**config.mk**
```make
export PLATFORM = sky130hd
export DESIGN_NAME = pipe_stall_ctrl
export DESIGN_NICKNAME = d
export VERILOG_FILES = /design/src/rtl/pipe_stall_ctrl.sv
export SDC_FILE = /design/constraint.sdc
export NUM_CORES = 1
export LEC_CHECK = 0
export BUFFER_PORTS_ARGS = -buffer_cell sky130_fd_sc_hd__clkbuf_2
export CAP_MARGIN = 10
export CORE_UTILIZATION = 45
export CTS_CLUSTER_DIAMETER = 120
export DETAILED_ROUTE_END_ITERATION = 6
export PLACE_DENSITY = 0.85
export SLEW_MARGIN = 15
export SYNTH_ARGS = -nofsm -noshare
export SYNTH_HDL_FRONTEND = slang
export SYNTH_SLANG_ARGS = --single-unit
```
**constraint.sdc**
```tcl
create_clock -name clk -period 3.19 [get_ports clk]
set_input_delay 0.1595 -clock clk [delete_from_list [all_inputs] [get_ports clk]]
set_output_delay 0.1595 -clock clk [all_outputs]
set_load 0.05 [all_outputs]
```
**src/rtl/pipe_stall_ctrl.sv**
```systemverilog
// Stall/flush controller for the 5-stage RV32I pipeline: owns the IF/ID register,
// steers PC write/select, requests ID/EX bubbles and keeps stall/flush/deadlock telemetry.
module pipe_stall_ctrl #(
    parameter logic [31:0] NOP_INSTR = 32'h00000013,
    parameter int          CNT_W     = 16,
    parameter int          MAX_STALL = 8
) (
    input  logic             clk,
    input  logic             rst,
    input  logic             stop,
    input  logic             redirect,
    input  logic [31:0]      redirect_pc,
    input  logic [31:0]      if_pc,
    input  logic [31:0]      if_instr,
    output logic             pc_we,
    output logic             pc_sel,
    output logic [31:0]      pc_target,
    output logic             id_valid,
    output logic [31:0]      id_pc,
    output logic [31:0]      id_instr,
    output logic             ex_bubble,
    output logic [CNT_W-1:0] stall_cnt,
    output logic [CNT_W-1:0] flush_cnt,
    output logic             deadlock
);

    typedef enum logic [1:0] {
        ST_RUN   = 2'd0,
        ST_STALL = 2'd1,
        ST_FLUSH = 2'd2
    } state_t;

    localparam logic [CNT_W-1:0] CNT_MAX   = {CNT_W{1'b1}};
    localparam logic [CNT_W-1:0] CNT_ONE   = {{(CNT_W-1){1'b0}}, 1'b1};
    localparam logic [7:0]       RUN_LIMIT = 8'(MAX_STALL - 1);

    state_t            state_r;
    state_t            state_nxt_s;
    logic              eff_stall_s;
    logic              pc_we_s;
    logic              pc_sel_s;
    logic [31:0]       pc_target_s;
    logic              ex_bubble_s;
    logic              id_valid_r;
    logic [31:0]       id_pc_r;
    logic [31:0]       id_instr_r;
    logic [CNT_W-1:0]  stall_cnt_r;
    logic [CNT_W-1:0]  flush_cnt_r;
    logic [7:0]        run_cnt_r;
    logic              deadlock_r;

    // A stall request against a bubble is meaningless, and a redirect overrides it.
    assign eff_stall_s = stop & id_valid_r & ~redirect;

    // Next-state selection; redirect wins from every state.
    always_comb begin
        state_nxt_s = state_r;
        case (state_r)
            ST_RUN, ST_STALL, ST_FLUSH: begin
                if (redirect) begin
                    state_nxt_s = ST_FLUSH;
                end else if (eff_stall_s) begin
                    state_nxt_s = ST_STALL;
                end else begin
                    state_nxt_s = ST_RUN;
                end
            end
            default: state_nxt_s = ST_RUN;
        endcase
    end

    // Same-cycle PC and bubble controls.
    always_comb begin
        pc_we_s     = 1'b1;
        pc_sel_s    = 1'b0;
        pc_target_s = 32'h0000_0000;
        ex_bubble_s = ~id_valid_r;
        if (redirect) begin
            pc_sel_s    = 1'b1;
            pc_target_s = redirect_pc;
            ex_bubble_s = 1'b1;
        end else if (eff_stall_s) begin
            pc_we_s     = 1'b0;
            ex_bubble_s = 1'b1;
        end else begin
            pc_we_s     = 1'b1;
        end
    end

    // State register.
    always_ff @(posedge clk or posedge rst) begin
        if (rst) begin
            state_r <= ST_RUN;
        end else begin
            state_r <= state_nxt_s;
        end
    end

    // IF/ID pipeline register: squash on redirect, hold on stall, else load.
    always_ff @(posedge clk or posedge rst) begin
        if (rst) begin
            id_valid_r <= 1'b0;
            id_pc_r    <= 32'h0000_0000;
            id_instr_r <= NOP_INSTR;
        end else if (redirect) begin
            id_valid_r <= 1'b0;
            id_pc_r    <= 32'h0000_0000;
            id_instr_r <= NOP_INSTR;
        end else if (!eff_stall_s) begin
            id_valid_r <= 1'b1;
            id_pc_r    <= if_pc;
            id_instr_r <= if_instr;
        end else begin
            id_valid_r <= id_valid_r;
            id_pc_r    <= id_pc_r;
            id_instr_r <= id_instr_r;
        end
    end

    // Saturating stall and flush event counters.
    always_ff @(posedge clk or posedge rst) begin
        if (rst) begin
            stall_cnt_r <= {CNT_W{1'b0}};
            flush_cnt_r <= {CNT_W{1'b0}};
        end else begin
            if (eff_stall_s && (stall_cnt_r != CNT_MAX)) begin
                stall_cnt_r <= stall_cnt_r + CNT_ONE;
            end else begin
                stall_cnt_r <= stall_cnt_r;
            end
            if (redirect && (flush_cnt_r != CNT_MAX)) begin
                flush_cnt_r <= flush_cnt_r + CNT_ONE;
            end else begin
                flush_cnt_r <= flush_cnt_r;
            end
        end
    end

    // Consecutive-stall run length and sticky deadlock flag.
    always_ff @(posedge clk or posedge rst) begin
        if (rst) begin
            run_cnt_r  <= 8'd0;
            deadlock_r <= 1'b0;
        end else if (eff_stall_s) begin
            run_cnt_r  <= (run_cnt_r == 8'hFF) ? run_cnt_r : run_cnt_r + 8'd1;
            deadlock_r <= deadlock_r | (run_cnt_r >= RUN_LIMIT);
        end else begin
            run_cnt_r  <= 8'd0;
            deadlock_r <= deadlock_r;
        end
    end

    assign pc_we     = pc_we_s;
    assign pc_sel    = pc_sel_s;
    assign pc_target = pc_target_s;
    assign ex_bubble = ex_bubble_s;
    assign id_valid  = id_valid_r;
    assign id_pc     = id_pc_r;
    assign id_instr  = id_instr_r;
    assign stall_cnt = stall_cnt_r;
    assign flush_cnt = flush_cnt_r;
    assign deadlock  = deadlock_r;

endmodule

```
-- Yosys cells after proc, flatten, opt, wreduce, memory -nomap -nowiden
Index checks and enable logic that the tools add are counted.
- output and inout bits: 133
- input bits: 100
- word-level logic and storage cells: 37
- bits in registers: 106
- equality and inequality tests: 5
- muxes and demuxes: 14
- $add $sub $neg: 3
- $lt $le $gt $ge: 1
- reduce and logical (&&, ||, !) cells: 2
- bitwise operators: 5
- operators by type and width (kind ; number):
    2-to-1 mux 32 bit ; 5
    adder 16 x 1 -> 16 bit (second input constant) ; 2
    != test 16 bit (second input constant) ; 2
    2-to-1 mux 8 bit ; 2
    adder 8 x 1 -> 8 bit (second input constant) ; 1
    == test 8 bit (second input constant) ; 1
    greater-or-equal comparator 8 x 3 -> 1 bit (second input constant) ; 1
    2-to-1 mux 1 bit ; 7
    != test 2 bit (second input constant) ; 2
    AND 1 bit ; 2
    logical AND 1 bit ; 2
    inverter 1 bit ; 2
    bitwise OR 1 bit ; 1

-- Depth between registers and ports, before layout
Gate-level depths: netlist (run 1).
- word-level depth: 4
- depth in mapped cells: 5
- gate-level depth less buffers: 5

-- Least setup slack after synthesis (run 1)
No wires, ideal clock.
- path kind: reg2reg
- start point: register flush_cnt_r[12], in the netlist flush_cnt[12]
- end point: register flush_cnt_r[1], in the netlist flush_cnt[1]
- clock period less this slack: 2.013 ns
- buffers on the path: 0
- setup slack: 1.177 ns
- data arrival time: 1.885 ns
- stages on the path, launching flop included: 5
- data required time: 3.062 ns
- setup time: 0.128 ns
- cells stage by stage: dfrtp_1 > nand4_1 > nor4_1 > nand2b_1 > mux2_1
- cells in the longest elaborated chain, start to end: 2
- RTL lines (element ; RTL line ; source):
    from (decl) ; 48 ; logic [CNT_W-1:0] flush_cnt_r;
    from (signal assigned) ; 124 ; flush_cnt_r <= {CNT_W{1'b0}};
    from (signal assigned) ; 132 ; flush_cnt_r <= flush_cnt_r + CNT_ONE;
    from (signal assigned) ; 134 ; flush_cnt_r <= flush_cnt_r;
    != test 16 bit ; 131 ; if (redirect && (flush_cnt_r != CNT_MAX)) begin
    logical AND 1 bit ; 131 ;
No other way between the ends.
A chain may end at the register's enable or synchronous reset.

-- Worst setup path after layout (run 1)
- start point: register id_valid_r, in the netlist id_valid
- end point: output port ex_bubble
- cells in the longest elaborated chain, start to end: 4
- elaborated cells between the ends (all ways): 5
- classes of those cells: mux: 2; bitwise: 3
- RTL lines (element ; RTL line ; source):
    from (decl) ; 44 ; logic id_valid_r;
    from (signal assigned) ; 114 ; id_valid_r <= id_valid_r;
    AND 1 bit (2 in series) ; 53 ; assign eff_stall_s = stop & id_valid_r & ~redirect;
    2-to-1 mux 1 bit (*) ; 82 ; end else if (eff_stall_s) begin
    2-to-1 mux 1 bit (*) ; 78 ; if (redirect) begin
    to (decl) ; 21 ; output logic ex_bubble,
Mark *: on every way between the ends. The rest lies on a longest branch, timed or not.

==> results.toml, run 1 <==
[pwr]
power_frac_comb_pct = 31.0
p_sw_mw = 1.427
p_per_area_nw_per_um2 = 546.9
netSwitchingFraction_pct = 40.94
p_int_mw = 2.059
pwr-share-seq_pct = 46.6
p_clk_share_pct = 22.5
vdd_drop_max_mv = 0.3952
p_leak_nw = 3.399

[yosys]
synth_area_leader_cell = "dfrtp_1"
synth_warnings = 0
syn_avg_cell_area_sq_um = 11.96
synth_fp_nets = 481
yosysUniqueCellTypes = 44
ys_top_cells_by_area = "dfrtp_1 (57%), a22o_1 (12%), and2_1 (4.7%)"
synthArstFlopShare_pct = 100.0
synth_enable_flop_cells = 0
synth_top_cell_area_share_pct = 57.00
synth_seq_cells = 106
seq_area_frac_synth_pct = 58.74
syn_inst = 378
synth_top_flop_cell = "dfrtp_1"
synth_area_sq_um = 4522

[timing]
finalCriticalPeriod_ns = 2.086
hold_ws_ns = 0.0004083
worst-slew-pin-transition_ns = 1.048
clock_skew_ns = 0.01727
hold_violations = 0
timing.final.crit_share_pct = 65.39
final-setup-viol-count = 0
maxSlewHeadroom_pct = 30.15
finalSetupTns_ns = 0
slew_violations = 0
fmax_mhz = 479.4
grt_setup_unrepaired = "false"

[placement]
dp.final_hpwl_mm = 8.867
routabilityCongestion = 0.9217
io_buffers = 232

[floorplan]
start_util_pct = 46.26
fp.dieArea_sq_um = 10450
die_w_um = 102.2
die_h_um = 102.2
core-area_sq_um = 9774
num_io_pins = 233
rows = 36

[route]
routed.top_layer = "met4"
drt-met1-wl_mm = 5.451
vias_per_cell = 5.262
postRouteWirelength_mm = 12.70
first_iter_violations = 132
vias = 4099
first_pass_iters = 5
wl_per_cell_um = 16.31
ant_nets = 0
wl_met3_um = 576
post-route-drc-count = 0
wl_met2_mm = 6.392

[worst_setup_path]
cp_cell_sequence = "a21oi_4 -> nand2_1 -> clkbuf_2"
worstPathMaxFanout = 31
crit_required_ns = 3.03
worst-path-buf-inv = 1
crit_path_top_delay_cell = "a21oi_4"
crit_start = "id_valid"
ff2ff_path_depth = 5
cp.depth = 3
r2r_start = "stall_cnt[0]"
cp.arrival_ns = 1.93
max_stage_delay_ns = 0.73
crit_type = "reg2out"
endpoint_kind = "output port"
start_kind = "flip-flop"
path_delay_family = "compound AO/OA/AOI/OAI gates"

[layout]
regArea_sq_um = 2656
nets = 744
multi_input_area_sq_um = 1765
fillers = 784
drive_gt1_share_pct = 41.33
antenna_cells = 0
utilization_pct = 65.22
syn2layout_area_growth_pct = 40.98

[clock_tree]
cts_buffers = 9
clockBufferDepth = 2
cts_tree = "yes"
clock-sinks = 106
cts_resized = 0
clk_latency_ns = 0.37
clk_pin_slew_ns = 0.12
cts-root-buf = "clkbuf_8"
cts-htree-levels = 3

[grt]
first_global_vias = 4031
antenna_found_initial = 0
grt_use_total_pct = 24.61
grt_pass1_wl_mm = 19.79
grt_max_degree = 88
grt.overflow.total = 0

[worst_hold_path]
hold_class = "in2async"

[outcome]
outcome = "finished clean"

[flow_run]
maxCapViolCount = 0
[layout make-up]
type / instances / area share [%]
timing repair buffer: 272 / 24.53
multi-input combinational: 244 / 27.69
clock inverter: 7 / 1.040
sequential: 106 / 41.67
inverter: 8 / 0.5103
tap: 133 / 2.610
clock buffer: 9 / 1.943
[path summary, 6_finish.rpt]
kind / slack (ns) / endpoint
setup / recovery: 1.10 / ex_bubble
hold / removal: 0.0004 / id_instr[7]
setup reg to reg: 1.30 / stall_cnt[1]
hold reg to reg: 0.50 / stall_cnt[14]
max in group asynchronous: 2.31 / id_instr[0]
min in group clk: 0.02 / id_instr[7]
[registers in the layout, summed over array words and instances, names as in the netlist]
register   cells
flush_cnt     16
stall_cnt     16
deadlock       1
id_valid       1
id_instr      32
run_cnt_r      8
id_pc         32
[repair_timing]
item                                   in CTS  in global routing
setup buffers                               0                  0
endpoints found under the hold margin      35                  1
hold buffers                               35                  1
[power groups by stage]
stage / sequential (mW) / clock (mW) / combinational, mW
3_5_place_dp: 1.64 / 0 / 1.05
6_report: 1.62 / 0.784 / 1.08
5_1_grt: 1.64 / 0.851 / 1.14
4_1_cts: 1.62 / 0.807 / 1.08
3_3_place_gp: 1.64 / 0 / 1.03
2_1_floorplan: 2.06 / 0 / 0.318
[routing by layer]
| metal | up-vias | track usage [%] |
|---|---|---|
| li1 | 1900 | - |
| met1 | 2014 | 31.31 |
| met2 | 159 | 41.71 |
| met3 | 26 | 5.062 |
| met4 | 0 | 8.791 |
| met5 | - | 0 |
[kinds of logic (layout without fill, tap and decap cells)]
family | count (synthesis) | in the layout | share of synthesized area (%)
buffers and inverters | 28 | 296 | 2.490
muxes | 5 | 5 | 1.162
and+or+nand+nor | 125 | 125 | 16.55
DFF | 106 | 106 | 58.74
adders and majority gates | 3 | 3 | 0.8302
AOI/OAI and AO/OA | 83 | 83 | 14.80
xor gates and xnor gates | 28 | 28 | 5.423
[cell usage after synthesis (3+ instances only)]
| master | instances |
|---|---|
| dfrtp_1 | 103 |
| a22o_1 | 61 |
| and2_1 | 34 |
| xor2_1 | 21 |
| nor2_1 | 15 |
| clkbuf_1 | 14 |
| nand2_1 | 14 |
| nand3_1 | 13 |
| nor3_1 | 9 |
| nor4_1 | 9 |
| inv_1 | 8 |
| a21oi_1 | 7 |
| xnor2_1 | 7 |
| nand4_1 | 6 |
| o21ai_0 | 6 |
| and4_1 | 5 |
| and3_1 | 3 |
| dfstp_2 | 3 |
| ha_1 | 3 |
| mux2i_1 | 3 |
| nand2b_1 | 3 |
| o22a_1 | 3 |
[placed cells by master, fill, tap and decap left out, drive strengths merged, types with 5 or more instances in the layout]
cell / instances
clkbuf: 241
nor2: 15
dlygate4sd3: 36
nand2: 14
o21ai: 6
nor3: 9
nand4: 8
xnor2: 7
and4: 5
xor2: 21
a22o: 61
nor4: 11
a21oi: 7
and2: 34
inv: 9
nand3: 13
dfrtp: 103
[through the flow]
step	instances	power (mW)	setup WS, ns	instance area (sq um)
floorplan	378	2.374	0.2466	4522
global placement	727	2.666	1.209	5824
detailed placement	727	2.689	1.136	5824
CTS	778	3.509	1.076	6365
global route	779	3.639	0.9716	6375
finish	779	3.486	1.104	6375
Note: power is estimated with default switching activity, not from simulation.
==> inputs of run 2 (changes only) <==
--- a/config.mk
+++ b/config.mk
@@ -7,10 +7,10 @@
 export LEC_CHECK = 0
 export BUFFER_PORTS_ARGS = -buffer_cell sky130_fd_sc_hd__clkbuf_2
 export CAP_MARGIN = 10
-export CORE_UTILIZATION = 45
+export CORE_UTILIZATION = 41
 export CTS_CLUSTER_DIAMETER = 120
 export DETAILED_ROUTE_END_ITERATION = 6
-export PLACE_DENSITY = 0.85
+export PLACE_DENSITY = 0.82
 export SLEW_MARGIN = 15
 export SYNTH_ARGS = -nofsm -noshare
 export SYNTH_HDL_FRONTEND = slang
==> constraint.sdc (replaced) <==
create_clock -name clk -period 1.7 [get_ports clk]
set_input_delay 0.085 -clock clk [delete_from_list [all_inputs] [get_ports clk]]
set_output_delay 0.085 -clock clk [all_outputs]
set_load 0.05 [all_outputs]
==> run 2 against run 1 <==
  * Register-to-register slack got worse by 1.2 ns
  * Via count increased by 4.0%
  * First-iteration DRC count increased by 56%
  * Cell area increased by 8.9%
  * Combinational power increased by 110%
  * Count of clock-buffer cells in the layout increased by 3
  * Utilization increased by 0.86 points
  * Critical path depth increased by 2
  * Sequential power increased by 87%
==> results.toml, run 2 (same netlist as run 1, synthesis figures left out) <==
[pwr]
vdd_drop_max_mv = 1.015
p_leak_nw = 3.599
total_power_mw = 7.004
p_per_area_nw_per_um2 = 1009

[timing]
final-setup-viol-count = 0
fin_ws_ns = 0.08345
timing.final.crit_share_pct = 95.09
fmax_mhz = 618.6
worst-slew-pin-transition_ns = 0.6092
hold_ws_ns = 0.1104
finalCriticalPeriod_ns = 1.617
maxSlewHeadroom_pct = 59.39
clock_skew_ns = 0.01504
slew_violations = 0
grt_setup_unrepaired = "false"
hold_violations = 0

[route]
first_pass_iters = 6
ant_nets = 0
vias_per_cell = 5.166
postRouteWirelength_mm = 13.40
vias = 4262
post-route-drc-count = 0
first_iter_violations = 206
wl_per_cell_um = 16.24

[worst_setup_path]
crit_type = "reg2reg"
worstPathMaxFanout = 4
r2r_setup_slack_ns = 0.08
cp_cell_sequence = "ha_2 -> and4_1 -> and4_1 -> nor2_2 -> mux2_2"
cp.arrival_ns = 1.87
worst-path-buf-inv = 0
cp_common_cell = "and4_1"
crit_required_ns = 1.95
path_delay_family = "simple AND/OR/NAND/NOR gates"
r2r_start = "stall_cnt[0]"
crit_start = "stall_cnt[0]"
crit_path_top_delay_cell = "dfrtp_2"
start_kind = "flip-flop"
worstReg2RegEnd = "stall_cnt[1]"
endpoint_kind = "flip-flop"
max_stage_delay_ns = 0.42
ff2ff_path_depth = 5

[floorplan]
core-area_sq_um = 10510
fp.dieArea_sq_um = 11450
num_io_pins = 233
die_w_um = 107.0
rows = 37
die_h_um = 107.0
start_util_pct = 43.03

[layout]
nets = 787
utilization_pct = 66.08
fillers = 768
final_common_cell = "clkbuf_2"
final_cell_area_sq_um = 6944
antenna_cells = 0
final_cell_mix = "clkbuf_2 (231), dfrtp_1 (85), dlygate4sd3_1 (65)"
syn2layout_area_growth_pct = 53.57
drive_gt1_share_pct = 45.14

[placement]
io_buffers = 232
routabilityCongestion = 0.8481
place_ws_ns = 0.07008
place_area_sq_um = 6017
dp.final_hpwl_mm = 8.935

[worst_hold_path]
hold_class = "in2reg"
hp-start = "redirect"
min_path_cells = 3
holdPathEnd = "id_valid"

[grt]
antenna_found_initial = 0
grt_max_degree = 58
first_global_vias = 4350
grt_use_total_pct = 23.81
grt.overflow.total = 0
grt_pass1_wl_mm = 21.31

[outcome]
outcome = "finished clean"

[clock_tree]
cts_buffers = 9
clock-sinks = 106
cts-root-buf = "clkbuf_8"
cts-htree-levels = 3
clk_pin_slew_ns = 0.09
clockBufferDepth = 2
cts_tree = "yes"
clk_latency_ns = 0.36

[flow_run]
maxCapViolCount = 0
-- run 2: cell types whose count changed in the layout (fill, tap and decap cells not counted), sizes merged --
cell,delta
inv,-1
clkinvlp,-2
clkinv,-2
bufinv,+2
clkbuf,+3
dlygate4sd3,+29
buf,+14
-- run 2: layout make-up --
class / instances / area (sq um) / share of cell area, %
inverter: 8 / 33.78 / 0.4865
timing repair buffer: 315 / 1984 / 28.58
sequential: 106 / 2679 / 38.58
multi-input combinational: 244 / 1856 / 26.72
clock inverter: 4 / 76.32 / 1.099
clock buffer: 12 / 145.1 / 2.090
tap: 136 / 170.2 / 2.450
-- run 2: report_power, final --
group	switching [mW]	internal, mW
clock	0.836	0.878
sequential	0.251	2.78
combinational	1.57	0.692
-- run 2: layer usage --
| metal | routed length, um | GRT usage [%] | up-vias |
|---|---|---|---|
| met5 | 0 | 0 | - |
| met4 | 346 | 9.589 | 0 |
| met3 | 703 | 5.957 | 35 |
| li1 | - | - | 1980 |
| met2 | 6947 | 40.69 | 165 |
| met1 | 5403 | 28.68 | 2082 |
-- run 2: timing repair --
action,CTS,global route
resized for setup,3,9
setup buffers,0,1
endpoints found under the setup margin,1,11
hold buffers,65,0
endpoints found under the hold margin,167,0
pin swaps,0,1
-- run 2: metrics by stage --
stage                     instances  TNS (ns)
after floorplan                 378   -0.1875
after global placement          743         0
after detailed placement        743         0
after CTS                       824         0
after global routing            825         0
final                           825         0
-- run 2: tightest hold or removal path: stages --
cell      delay [ns]
clkbuf_2        0.12
buf_4           0.17
inv_1           0.06
-- run 2: worst max-delay path by stage --
stage / slack, ns / cells past startpoint / endpoint
floorplan: -0.14 / 5 / stall_cnt[1]
global placement: 0.12 / 5 / stall_cnt[1]
detailed placement: 0.07 / 5 / stall_cnt[1]
CTS: 0.03 / 4 / pc_we
global route: 0.002 / 4 / stall_cnt[14]
finish: 0.08 / 5 / stall_cnt[1]
